## config.mk

```make
export PLATFORM = sky130hd
export DESIGN_NAME = compute_r_bins_div_seq
export DESIGN_NICKNAME = d
export VERILOG_FILES = /design/src/rtl/compute_r_bins_pkg.sv /design/src/rtl/compute_r_bins_div_step.sv /design/src/rtl/compute_r_bins_div_seq.sv
export SDC_FILE = /design/constraint.sdc
export NUM_CORES = 1
export LEC_CHECK = 0
export CAP_MARGIN = 20
export CORE_ASPECT_RATIO = 0.7
export CORE_MARGIN = 2
export CORE_UTILIZATION = 40
export CTS_CLUSTER_DIAMETER = 80
export DETAILED_ROUTE_END_ITERATION = 10
export SLEW_MARGIN = 10
export SYNTH_ARGS = -nofsm -noshare
export SYNTH_HDL_FRONTEND = slang
export SYNTH_SLANG_ARGS = --single-unit
```

## constraint.sdc

```tcl
create_clock -name ap_clk -period 3.2 [get_ports ap_clk]
set_input_delay 0.64 -clock ap_clk [delete_from_list [all_inputs] [get_ports ap_clk]]
set_output_delay 0.64 -clock ap_clk [all_outputs]
set_load 0.05 [all_outputs]
```

## src/rtl/compute_r_bins_pkg.sv

```systemverilog
// Shared constants and types for the compute_r_bins divider slice.
// Holds the operand widths, FSM state encoding and quotient saturation values.
package compute_r_bins_pkg;

  localparam int DIVIDEND_W = 33;
  localparam int DIVISOR_W  = 15;
  localparam int QUOT_W     = DIVIDEND_W - DIVISOR_W;
  localparam int PART_W     = DIVISOR_W + 1;
  localparam int QBITS      = QUOT_W - 1;
  localparam int ITER_W     = 5;

  typedef enum logic [1:0] {
    ST_IDLE,
    ST_RUN,
    ST_FIX,
    ST_DONE
  } state_t;

  localparam logic [QUOT_W-1:0] QUOT_POS_SAT = 18'h1FFFF;
  localparam logic [QUOT_W-1:0] QUOT_NEG_SAT = 18'h20001;

endpackage

```

## src/rtl/compute_r_bins_div_step.sv

```systemverilog
// One combinational restoring-division step: shift in the next dividend bit,
// then subtract the divisor magnitude when the shifted partial covers it.
module compute_r_bins_div_step
  import compute_r_bins_pkg::*;
(
  input  logic [PART_W-1:0]    partial_in,
  input  logic                 next_bit,
  input  logic [DIVISOR_W-1:0] divisor_abs,
  output logic [PART_W-1:0]    partial_out,
  output logic                 quot_bit
);

  logic [PART_W:0]   shifted;
  logic [PART_W-1:0] diff;

  // The extra top bit keeps the compare exact even if the partial is large.
  always_comb begin
    shifted = {partial_in, next_bit};
    diff    = shifted[PART_W-1:0] - {1'b0, divisor_abs};
    if (shifted >= {2'b00, divisor_abs}) begin
      partial_out = diff;
      quot_bit    = 1'b1;
    end else begin
      partial_out = shifted[PART_W-1:0];
      quot_bit    = 1'b0;
    end
  end

endmodule

```

## src/rtl/compute_r_bins_div_seq.sv

```systemverilog
// Iterative signed restoring divider recovering the r-bin operand from its product.
// Optional remainder output is built when COMPUTE_R_BINS_DIV_REM_EN is defined.
module compute_r_bins_div_seq
  import compute_r_bins_pkg::*;
(
  input  logic                  ap_clk,
  input  logic                  ap_rst_n,
  input  logic                  in_valid,
  output logic                  in_ready,
  input  logic [DIVIDEND_W-1:0] dividend,
  input  logic [DIVISOR_W-1:0]  divisor,
  output logic                  out_valid,
  input  logic                  out_ready,
  output logic [QUOT_W-1:0]     quotient,
  output logic                  ovf
`ifdef COMPUTE_R_BINS_DIV_REM_EN
  ,
  output logic [DIVISOR_W-1:0]  remainder
`endif
);

  state_t state, state_nxt;

  logic [DIVIDEND_W-1:0] dividend_abs;
  logic [DIVISOR_W-1:0]  divisor_abs;
  logic                  accept;
  logic                  dz;
  logic                  range_ovf;

  logic                  sign_q;
  logic [DIVISOR_W-1:0]  dvs_q;
  logic                  dz_q;
  logic                  range_q;
  logic [PART_W-1:0]     partial;
  logic [QBITS-1:0]      dlow;
  logic [QBITS-1:0]      qacc;
  logic [ITER_W-1:0]     iter;

  logic [PART_W-1:0]     step_partial;
  logic                  step_qbit;

  always_comb begin
    dividend_abs = dividend[DIVIDEND_W-1] ? (~dividend + DIVIDEND_W'(1)) : dividend;
    divisor_abs  = divisor[DIVISOR_W-1] ? (~divisor + DIVISOR_W'(1)) : divisor;
    dz           = (divisor == '0);
    range_ovf    = (dividend_abs[DIVIDEND_W-1 -: PART_W] >= {1'b0, divisor_abs});
    accept       = in_valid && in_ready;
  end

  always_ff @(posedge ap_clk or negedge ap_rst_n) begin
    if (!ap_rst_n) state <= ST_IDLE;
    else           state <= state_nxt;
  end

  always_comb begin
    state_nxt = state;
    in_ready  = 1'b0;
    out_valid = 1'b0;
    unique case (state)
      ST_IDLE: begin
        in_ready = 1'b1;
        if (in_valid) state_nxt = ST_RUN;
      end
      ST_RUN: begin
        if (iter == ITER_W'(QBITS - 1)) state_nxt = ST_FIX;
      end
      ST_FIX: state_nxt = ST_DONE;
      ST_DONE: begin
        out_valid = 1'b1;
        if (out_ready) state_nxt = ST_IDLE;
      end
      default: state_nxt = ST_IDLE;
    endcase
  end

  compute_r_bins_div_step u_step (
    .partial_in  (partial),
    .next_bit    (dlow[QBITS-1]),
    .divisor_abs (dvs_q),
    .partial_out (step_partial),
    .quot_bit    (step_qbit)
  );

  // The low dividend bits sit in a shift register so each step reads its MSB.
  always_ff @(posedge ap_clk or negedge ap_rst_n) begin
    if (!ap_rst_n) begin
      sign_q   <= 1'b0;
      dvs_q    <= '0;
      dz_q     <= 1'b0;
      range_q  <= 1'b0;
      partial  <= '0;
      dlow     <= '0;
      qacc     <= '0;
      iter     <= '0;
      quotient <= '0;
      ovf      <= 1'b0;
    end else begin
      if (accept) begin
        sign_q  <= dividend[DIVIDEND_W-1] ^ divisor[DIVISOR_W-1];
        dvs_q   <= divisor_abs;
        dz_q    <= dz;
        range_q <= range_ovf;
        partial <= dividend_abs[DIVIDEND_W-1 -: PART_W];
        dlow    <= dividend_abs[QBITS-1:0];
        qacc    <= '0;
        iter    <= '0;
      end else if (state == ST_RUN) begin
        partial <= step_partial;
        qacc    <= {qacc[QBITS-2:0], step_qbit};
        dlow    <= {dlow[QBITS-2:0], 1'b0};
        iter    <= iter + ITER_W'(1);
      end else if (state == ST_FIX) begin
        if (dz_q) begin
          quotient <= '0;
          ovf      <= 1'b1;
        end else if (range_q) begin
          quotient <= sign_q ? QUOT_NEG_SAT : QUOT_POS_SAT;
          ovf      <= 1'b1;
        end else begin
          quotient <= sign_q ? (QUOT_W'(0) - {1'b0, qacc}) : {1'b0, qacc};
          ovf      <= 1'b0;
        end
      end
    end
  end

`ifdef COMPUTE_R_BINS_DIV_REM_EN
  logic sign_r;

  // Remainder takes the dividend sign; a zero divisor forces it to zero.
  always_ff @(posedge ap_clk or negedge ap_rst_n) begin
    if (!ap_rst_n) begin
      sign_r    <= 1'b0;
      remainder <= '0;
    end else begin
      if (accept) begin
        sign_r <= dividend[DIVIDEND_W-1];
      end
      if (state == ST_FIX) begin
        if (dz_q) remainder <= '0;
        else if (sign_r) remainder <= DIVISOR_W'(0) - partial[DIVISOR_W-1:0];
        else remainder <= partial[DIVISOR_W-1:0];
      end
    end
  end
`endif

endmodule

```

* Yosys cells after proc, flatten, opt, wreduce, memory -nomap -nowiden *
Index checks and enable logic that the tools add are counted.
W data, S select, Z words.

cells by class
  eq/ne operators = 7
  reductions and logical operators = 6
  muxes and demuxes = 24
  bitwise logic cells = 5
  $lt $le $gt $ge = 2
  $add $sub $neg = 5

operators with widths
  operator                 number
  $mux W18                 4
  $mux W17                 4
  $mux W16                 3
  $add A33 B1 Y33 const B  1
  $mux W33                 1
  $not A33 Y33             1
  $sub A1 B17 Y18 const A  1
  $ge A17 B15 Y1           1
  $ge A16 B15 Y1           1
  $sub A16 B15 Y16         1
  $add A15 B1 Y15 const B  1
  $logic_not A15 Y1        1
  $mux W15                 1
  $not A15 Y15             1
  $mux W5                  2
  $pmux W2 S4              1
  $mux W2                  3
  $ne A2 B2 Y1 const B     3
  $reduce_and A3 Y1        2
  $add A5 B1 Y5 const B    1
  $eq A5 B5 Y1 const B     1
  $mux W1                  5
  $eq A2 B2 Y1 const B     2
  $eq A2 B1 Y1 const B     1
  other kinds (5)          6

word-level totals
  word-level logic and storage cells = 60
  output and inout port bits = 21
  bits in registers = 94
  bits of input ports = 52

* Longest topological paths before layout *
Gate-level depths: netlist of run 1.

  depth in word-level cells = 5
  depth in mapped cells = 15

* By module *
From an unflattened synthesis of run 1, not the netlist that was laid out.

second synthesis, totals
  cell total of the unflattened synthesis = 761
  area, all modules = 6931.6 um2

by module, submodules not included
  module                   seq. area each (um2)  cells each  area an instance (um2)  instances
  compute_r_bins_div_seq   2352.3                619         5836.8                  1
  compute_r_bins_div_step  0.0                   142         1094.8                  1

* Worst setup path before layout of run 1 *
Ideal clock, no wire load.

  path kind = input-to-reg
  start point = in dividend[17]
  end point = reg range_q
  stages on the path = 14
  path slack = -0.869 ns
  path buffers = 0
  setup time = 0.130 ns
  arrival time = 3.939 ns
  cell sequence = or3_4 -> or3_4 -> or4_4 -> or4_4 -> o31ai_1 -> xnor2_1 -> ha_1 -> a21o_1 -> a21oi_1 -> nor2b_1 -> o21ai_0 -> a21oi_1 -> nor4b_4 -> o22ai_2

on the way
  longest elaborated chain between the ends = 4

RTL lines
  element               line                           source
  from (decl)           compute_r_bins_div_seq.sv:10   input logic [DIVIDEND_W-1:0] dividend,
  $not A33 Y33          compute_r_bins_div_seq.sv:43   dividend_abs = dividend[DIVIDEND_W-1] ? (~dividend + DIVIDEND_W'(1)) : dividend;
  $add A33 B1 Y33       compute_r_bins_div_seq.sv:43
  $mux W33 *            compute_r_bins_div_seq.sv:43
  $ge A16 B15 Y1 *      compute_r_bins_div_seq.sv:46   range_ovf = (dividend_abs[DIVIDEND_W-1 -: PART_W] >= {1'b0, divisor_abs});
  to (signal assigned)  compute_r_bins_div_seq.sv:102  range_q <= range_ovf;
  to (decl)             compute_r_bins_div_seq.sv:33   logic range_q;

Every way passes the cells marked *; elsewhere a longest branch is shown, timed or not.
A chain may end at the register's enable or synchronous reset.

* Final worst setup path of run 1 *
  start point = in dividend[16]
  end point = reg range_q

on the way
  longest elaborated chain between the ends = 4

RTL lines
  element          line
  $not A33 Y33     compute_r_bins_div_seq.sv:43
  $add A33 B1 Y33  compute_r_bins_div_seq.sv:43
  $mux W33         compute_r_bins_div_seq.sv:43
  $ge A16 B15 Y1   compute_r_bins_div_seq.sv:46

No other way between the ends.

==> results of run 1 <==
## cells in the mapped netlist (5+ instances only)
library cell / instances / area share [%]
a21o_1: 7 / 0.81
nor3_1: 14 / 1.1
nand2b_1: 10 / 0.96
dfrtp_1: 94 / 36
and3_1: 6 / 0.58
o21ai_0: 73 / 5.6
clkbuf_1: 32 / 1.9
xor2_1: 27 / 3.6
buf_1: 6 / 0.35
a211oi_1: 5 / 0.58
nor2_1: 69 / 4.0
o41ai_1: 7 / 0.95
o21a_1: 5 / 0.58
nand3_1: 9 / 0.69
inv_1: 49 / 2.8
or4_1: 13 / 1.5
nor2b_1: 8 / 0.77
ha_1: 39 / 7.5
xnor2_1: 45 / 6.1
a21oi_1: 30 / 2.3
o22ai_1: 20 / 1.9
nand4_1: 7 / 0.68
mux2i_1: 41 / 6.3
or3_1: 8 / 0.77
o31ai_1: 17 / 2.0
nand2_1: 63 / 3.6
## metal layers
layer	global-route usage (%)	share of wire, %
met3	4.12	5.2
met1	30.9	53
met4	4.89	0.90
met2	28.8	41
met5	0	0
## flip-flops by register name, indices dropped and copies added, names as in the netlist, 2 cells and up
signal    count
partial      16
quotient     18
dvs_q        15
state         2
dlow         17
qacc         17
iter          5
## worst reg2reg max path, delay by kind of cell, from the launching register on
family                     cells  cell delay [ns]
AOI/OAI and AO/OA              2             0.28
and+or+nand+nor                5             1.10
muxes                          1             0.23
buffers and inverters          2             0.30
DFF                            1             0.35
adders and majority gates      1             0.42
## area by class of cell
type | instances | share of cell area (%)
multi-input cells | 562 | 46.3
flip-flops and latches | 94 | 27.4
repair buffers | 175 | 17.8
well taps | 200 | 2.92
clock buffers | 9 | 2.63
inverters | 49 | 2.15
clock inverters | 7 | 0.744
## logic make-up (layout without fill, tap and decap cells)
group / count (synthesis) / after routing
adder cells (fa/ha/maj): 40 / 40
multiplexers: 42 / 42
XOR/XNOR: 72 / 72
AO/OA/AOI/OAI: 187 / 187
flip-flops: 94 / 94
AND/OR/NAND/NOR: 221 / 221
buffers and inverters: 88 / 240
## power by group
| part | switching [µW] | internal, µW |
|---|---|---|
| registers | 389 | 1710 |
| clock network | 510 | 545 |
| logic | 2950 | 2190 |
| total | 3850 | 4440 |
## placed cells by master, fill, tap and decap left out, drive strengths merged, types with 8 or more instances in the layout
cell / synthesis / layout
dfrtp: 94 / 94
nor2b: 8 / 8
clkdlybuf4s50: 0 / 60
clkbuf: 32 / 9
nor2: 69 / 69
or3: 10 / 10
o22ai: 21 / 21
xor2: 27 / 27
mux2i: 41 / 41
nand3: 9 / 9
buf: 7 / 107
nor3: 14 / 14
or4: 16 / 16
o21ai: 73 / 73
nand2b: 10 / 10
xnor2: 45 / 45
ha: 39 / 39
nand2: 63 / 63
inv: 49 / 53
o31ai: 17 / 17
a21oi: 30 / 30
## timing repair
action | CTS | global route
gates resized for setup | 34 | 22
endpoints found under the setup margin | 10 | 7
buffers inserted | 9 | 7
cloned | 0 | 0
pin swaps | 23 | 21
## how the worst max path moves through the flow
stage            startpoint  endpoint  slack, ns  cells after the start
6_report       dividend[16]   range_q      -0.55                     15
5_1_grt         dividend[8]   range_q      -0.69                     14
3_5_place_dp   dividend[17]   range_q      -1.46                     14
4_1_cts        dividend[16]   range_q      -0.70                     14
3_3_place_gp   dividend[17]   range_q      -1.38                     15
2_1_floorplan  dividend[17]   range_q      -0.82                     14
## through the flow
step / worst slack [ns] / instances
6_report: -0.555 / 1096
5_1_grt: -0.694 / 1096
4_1_cts: -0.705 / 1092
3_5_place_dp: -1.46 / 1067
3_3_place_gp: -1.38 / 1067
2_1_floorplan: -0.816 / 744
==> flow_summary_export.csv, run 1 <==
group,metric,value,unit
finish,multi_input_comb_area,3970,µm²
finish,areaGrowthSynthToFinish,32.2,%
timing,setup_viol,1,
setup_path,crit_required,3.44,ns
setup_path,rr_endpoint,"partial[2]",
floorplan,die_w,156,µm
cts,clock-sinks,94,
synth,syn_avg_cell_area,8.72,µm²
pwr,peakVddDrop,0.000415,V
timing,holdWs,0.386,ns
timing,rsz0062_at_grt,"yes",
placed_design,dp_hpwl,12800,µm
floorplan,die_h,111,µm
cts,path_clk_slew,0.07,ns
timing,fin_ws,-0.555,ns
synth,async_reset_ff_share,100,%
finish,antennaDiodeCount,0,
route,dr.pass1.iters,7,
floorplan,die-area,17300,µm²
setup_path,path_cells,"buf_6 > or3_4 > or3_4 > or4_4 > or4_4 > o31ai_4 > xnor2_2 > ha_1 > a21o_1 > a21oi_2 > nor2b_1 > o21ai_1 > a21oi_2 > nor4b_4 > o22ai_2",
status,status,"finished, violations left",
cts,hold_buffers,0,
synth,synthMuxAreaShare,6.50,%
cts,root_buffer,"clkbuf_16",
finish,final_util,54.6,%
worst_hold_path,hold_path_class,"in2async",
route,via_per_inst,5.23,
synth,synthAdderAreaFrac,7.83,%
setup_path,rrSetupSlack,0.40,ns
synth,synthXorXnorAreaFrac,9.72,%
synth,synthFlopType,"dfrtp_1",
pwr,p_leak,0.00388,µW
placed_design,dpl_cell_area,8040,µm²
synth,synth_top_family_by_area,"compound AO/OA/AOI/OAI gates",
floorplan,core_area,15700,µm²
global_route,grt_overflow,0,
route,drt_iter0_drc,461,
setup_path,r2r_cells,11,
route,post_drt_wl_per_cell,15.3,µm
placed_design,place_congestion,0.857,
status,failed_checks,"setup timing",
route,totalWireLength,16800,µm
setup_path,cp.arrival,4.00,ns
setup_path,crit_path_max_incr_delay,0.52,ns
cts,clockBufferDepth,2,
route,drtAntennaViolNets,0,
synth,yosys_register_bits,94,
timing,min_period,3.75,ns
global_route,grt_pass1_vias,5685,
synth,synthSimpleGateAreaFrac,16.7,%
floorplan,start_util,41.3,%
cts,cts_buffers,9,
finish,fillCellCount,1468,
synth,synth_compound_area_share,17.8,%
timing,fmax,0.266,GHz
setup_path,cp-end-kind,"register",
global_route,antenna_found_initial,0,
run,cap_violations,0,
synth,yosys_warnings,0,
synth,mappedNetlistNets,836,
timing,final-max-slew-violation-count,0,
timing,setup_tns,-0.555,ns
synth,synth_edf_count,0,
setup_path,cp-start-kind,"input pin",
floorplan,pin_count,73,
setup_path,slowest_stage,"or4_4",
pwr,power_density,967,nW/µm²
route,vias,5729,
synth,syn_inst,744,
finish,final_cell_area,8570,µm²
floorplan,rows,38,
pwr,power,8290,µW
synth,ys_types,51,
setup_path,critical_path_class,"in2reg",
cts,clk_latency,0.36,ns
setup_path,path_max_fanout,4,
cts,h-tree-depth,3,
route,drcViolationCount,0,
setup_path,critPathTopFamily,"simple AND/OR/NAND/NOR gates",
global_route,grt_pass1_wl,28200,µm
synth,syn_area,6490,µm²
timing,relSlewSlack,41.0,%
finish,seqCellArea,2350,µm²
timing,tightest_slew,0.884,ns
timing,clock-skew-final,0.0149,ns
finish,layout.nets,983,
setup_path,timing.rr.start,"dvs_q[9]",
cts,cts_tree,"yes",
placed_design,placement.io_buffers,72,
global_route,grt_max_degree,69,
finish,final_layout_size_suffix_gt1_share,17.9,%
setup_path,path_buf_inv,1,
global_route,track_usage,20.2,%
timing,hold_viol_final,0,
synth,seq_area_frac_synth,36.3,%
timing,fin_crit_sh,117,%
Power figures use the tool's default switching activity.
==> inputs of run 2 (changes only) <==
CORE_UTILIZATION = 30   (was 40)
SETUP_SLACK_MARGIN = 0.5   (was default)
==> run 2 against run 1 <==
Against the previous run:
- the flow still finishes with violations (setup timing)
- fmax shrank 2.5%
- worst setup slack lost 0.096 ns
- combinational power up 7.6%
- sequential share of layout area down 1.6 points
- power increased by 5.4%
- final cell count up 8.1%
- critical path depth unchanged
- flip-flop and latch count stayed put
- final area increased by 6.2%
- non-clock buffer count grew 14
- clock power about the same
- utilization decreased by 11 points
- largest cell class unchanged
- largest power group unchanged
- highest routed layer unchanged
==> flow_summary_export.csv, run 2 (synthesized netlist as in run 1, its figures left out) <==
group,metric,value,unit
finish,areaGrowthSynthToFinish,40.4,%
timing,tightest_slew,0.738,ns
setup_path,path_max_fanout,3,
floorplan,core_area,21000,µm²
cts,clockBufferDepth,2,
cts,path_clk_slew,0.07,ns
setup_path,critPathTopFamily,"simple AND/OR/NAND/NOR gates",
global_route,grt_pass1_vias,5525,
setup_path,critPathLaunch,"dividend[15]",
setup_path,timing.rr.start,"dlow[16]",
finish,antennaDiodeCount,0,
pwr,combPwrFrac,63.3,%
status,status,"finished, violations left",
route,route.met3.wl,678,µm
global_route,grt_pass1_wl,29100,µm
pwr,clock_power_share,12.3,%
timing,final-max-slew-violation-count,0,
global_route,track_usage,15.7,%
floorplan,pin_count,73,
placed_design,dp_hpwl,13100,µm
finish,largest_register_ffs,18,
timing,fin_ws,-0.651,ns
route,m1WireLength,10100,µm
timing,rsz0062_at_grt,"yes",
setup_path,crit_required,3.42,ns
route,drtAntennaViolNets,0,
timing,setup_viol,3,
placed_design,dpl_cell_area,8200,µm²
finish,final_cell_mix,"104 x buf_4, 94 x dfrtp_1, 63 x nor2_1, 61 x o21ai_0, 60 x nand2_1",
pwr,switching_power,3960,µW
route,drt_iter0_drc,342,
timing,fmax,0.260,GHz
finish,layout.nets,997,
setup_path,path_buf_inv,2,
finish,final_cell_area,9100,µm²
route,top_layer_used,"met4",
cts,cts_buffers,9,
cts,root_buffer,"clkbuf_16",
finish,reg_top3,"quotient x18, dlow x17, qacc x17",
floorplan,die_w,180,µm
pwr,p_leak,0.00406,µW
timing,fin_crit_sh,120,%
route,post_drt_wl_per_cell,15.0,µm
timing,hold_viol_final,0,
run,cap_violations,0,
route,met2_length,6850,µm
route,vias,5792,
setup_path,cp.arrival,4.07,ns
route,totalWireLength,17800,µm
setup_path,path_cells,"buf_6 > or3_4 > or3_4 > or4_4 > buf_6 > or4_4 > o41ai_4 > xnor2_2 > ha_1 > a21oi_2 > nor2b_1 > o21ai_1 > a21oi_2 > nor4b_4 > o22ai_2",
route,drcViolationCount,0,
timing,min_period,3.85,ns
floorplan,die_h,127,µm
setup_path,slowest_stage,"or4_4",
global_route,antenna_found_initial,0,
route,via_per_inst,4.89,
pwr,peakVddDrop,0.000388,V
pwr,switching_share,45.4,%
global_route,grt_overflow,0,
floorplan,start_util,30.9,%
placed_design,place_congestion,0.839,
cts,cts_tree,"yes",
route,dr.pass1.iters,4,
timing,holdWs,0.324,ns
cts,h-tree-depth,3,
cts,clock-sinks,94,
placed_design,placement.io_buffers,72,
cts,clk_latency,0.35,ns
setup_path,critical_path_class,"in2reg",
pwr,intPower,4770,µW
setup_path,crit_path_max_incr_delay,0.44,ns
timing,clock-skew-final,0.0124,ns
timing,relSlewSlack,50.8,%
finish,final_layout_size_suffix_gt1_share,24.3,%
pwr,power_density,959,nW/µm²
setup_path,cp-start-kind,"input pin",
worst_hold_path,hold_path_class,"in2async",
global_route,grt_max_degree,53,
floorplan,rows,44,
finish,top_register,"quotient",
setup_path,cp-end-kind,"register",
finish,final_common_cell,"buf_4",
status,failed_checks,"setup timing",
floorplan,die-area,22800,µm²
pwr,seqPwrFrac,24.5,%
run 2: changes by cell type in the layout (fill, tap and decap cells not counted), sizes merged:
cell | previous run | this run
dlygate4sd2 | 7 | 8
buf | 107 | 125
clkinvlp | 0 | 1
inv | 53 | 50
bufinv | 0 | 1
clkbuf | 9 | 12
dlymetal6s2s | 1 | 4
clkdlybuf4s15 | 0 | 3
clkinv | 3 | 2
clkdlybuf4s50 | 60 | 47
run 2: power groups by stage:
stage	Clock (µW)	Combinational (µW)	Sequential [µW]
floorplan	0	3390	2380
global placement	0	5000	2110
finish	1070	5530	2140
CTS	1100	5120	2110
detailed placement	0	5050	2130
global route	1150	6070	2210
run 2: timing repair:
item                                    in CTS  in global routing
gates resized for setup                    102                 57
endpoints found under the setup margin      19                 18
hold buffers                                 0                  0
pin swaps                                   31                 33
buffers inserted                            10                 10
run 2: metal layers:
layer  vias to the layer above  track usage [%]
li1                       2944                -
met1                      2710             25.2
met2                       123             20.8
met3                        15             3.53
met4                         0             3.20
met5                         -                0
run 2: final timing paths:
| check | end | slack [ns] | depth (start not counted) |
|---|---|---|---|
| min in group ap_clk | dvs_q[5] | 0.48 | 2 |
| setup reg to reg | partial[14] | 0.51 | 11 |
| max in group asynchronous | dlow[15] | 2.17 | 2 |
| hold reg to reg | dvs_q[5] | 0.48 | 2 |
| hold / removal | partial[10] | 0.32 | 1 |
| setup / recovery | range_q | -0.65 | 15 |
run 2: cell type report:
type	instances	area, µm²
Fill cell	2030	11900
Timing Repair Buffer	189	1640
Sequential cell	94	2350
Clock inverter	5	60.1
Multi-Input combinational cell	562	4290
Tap cell	276	345
Clock buffer	10	229
Inverter	49	184
run 2: stage by stage:
stage | worst slack (ns) | TNS (ns) | total power, µW | utilization [%] | cells
2_1_floorplan | -0.816 | -0.892 | 5770 | - | 744
3_3_place_gp | -1.37 | -7.54 | 7110 | 39.1 | 1150
3_5_place_dp | -1.47 | -8.13 | 7180 | 39.1 | 1150
4_1_cts | -0.721 | -0.826 | 8330 | 41.9 | 1175
5_1_grt | -0.736 | -0.958 | 9440 | 43.4 | 1185
6_report | -0.651 | -0.728 | 8730 | 43.4 | 1185
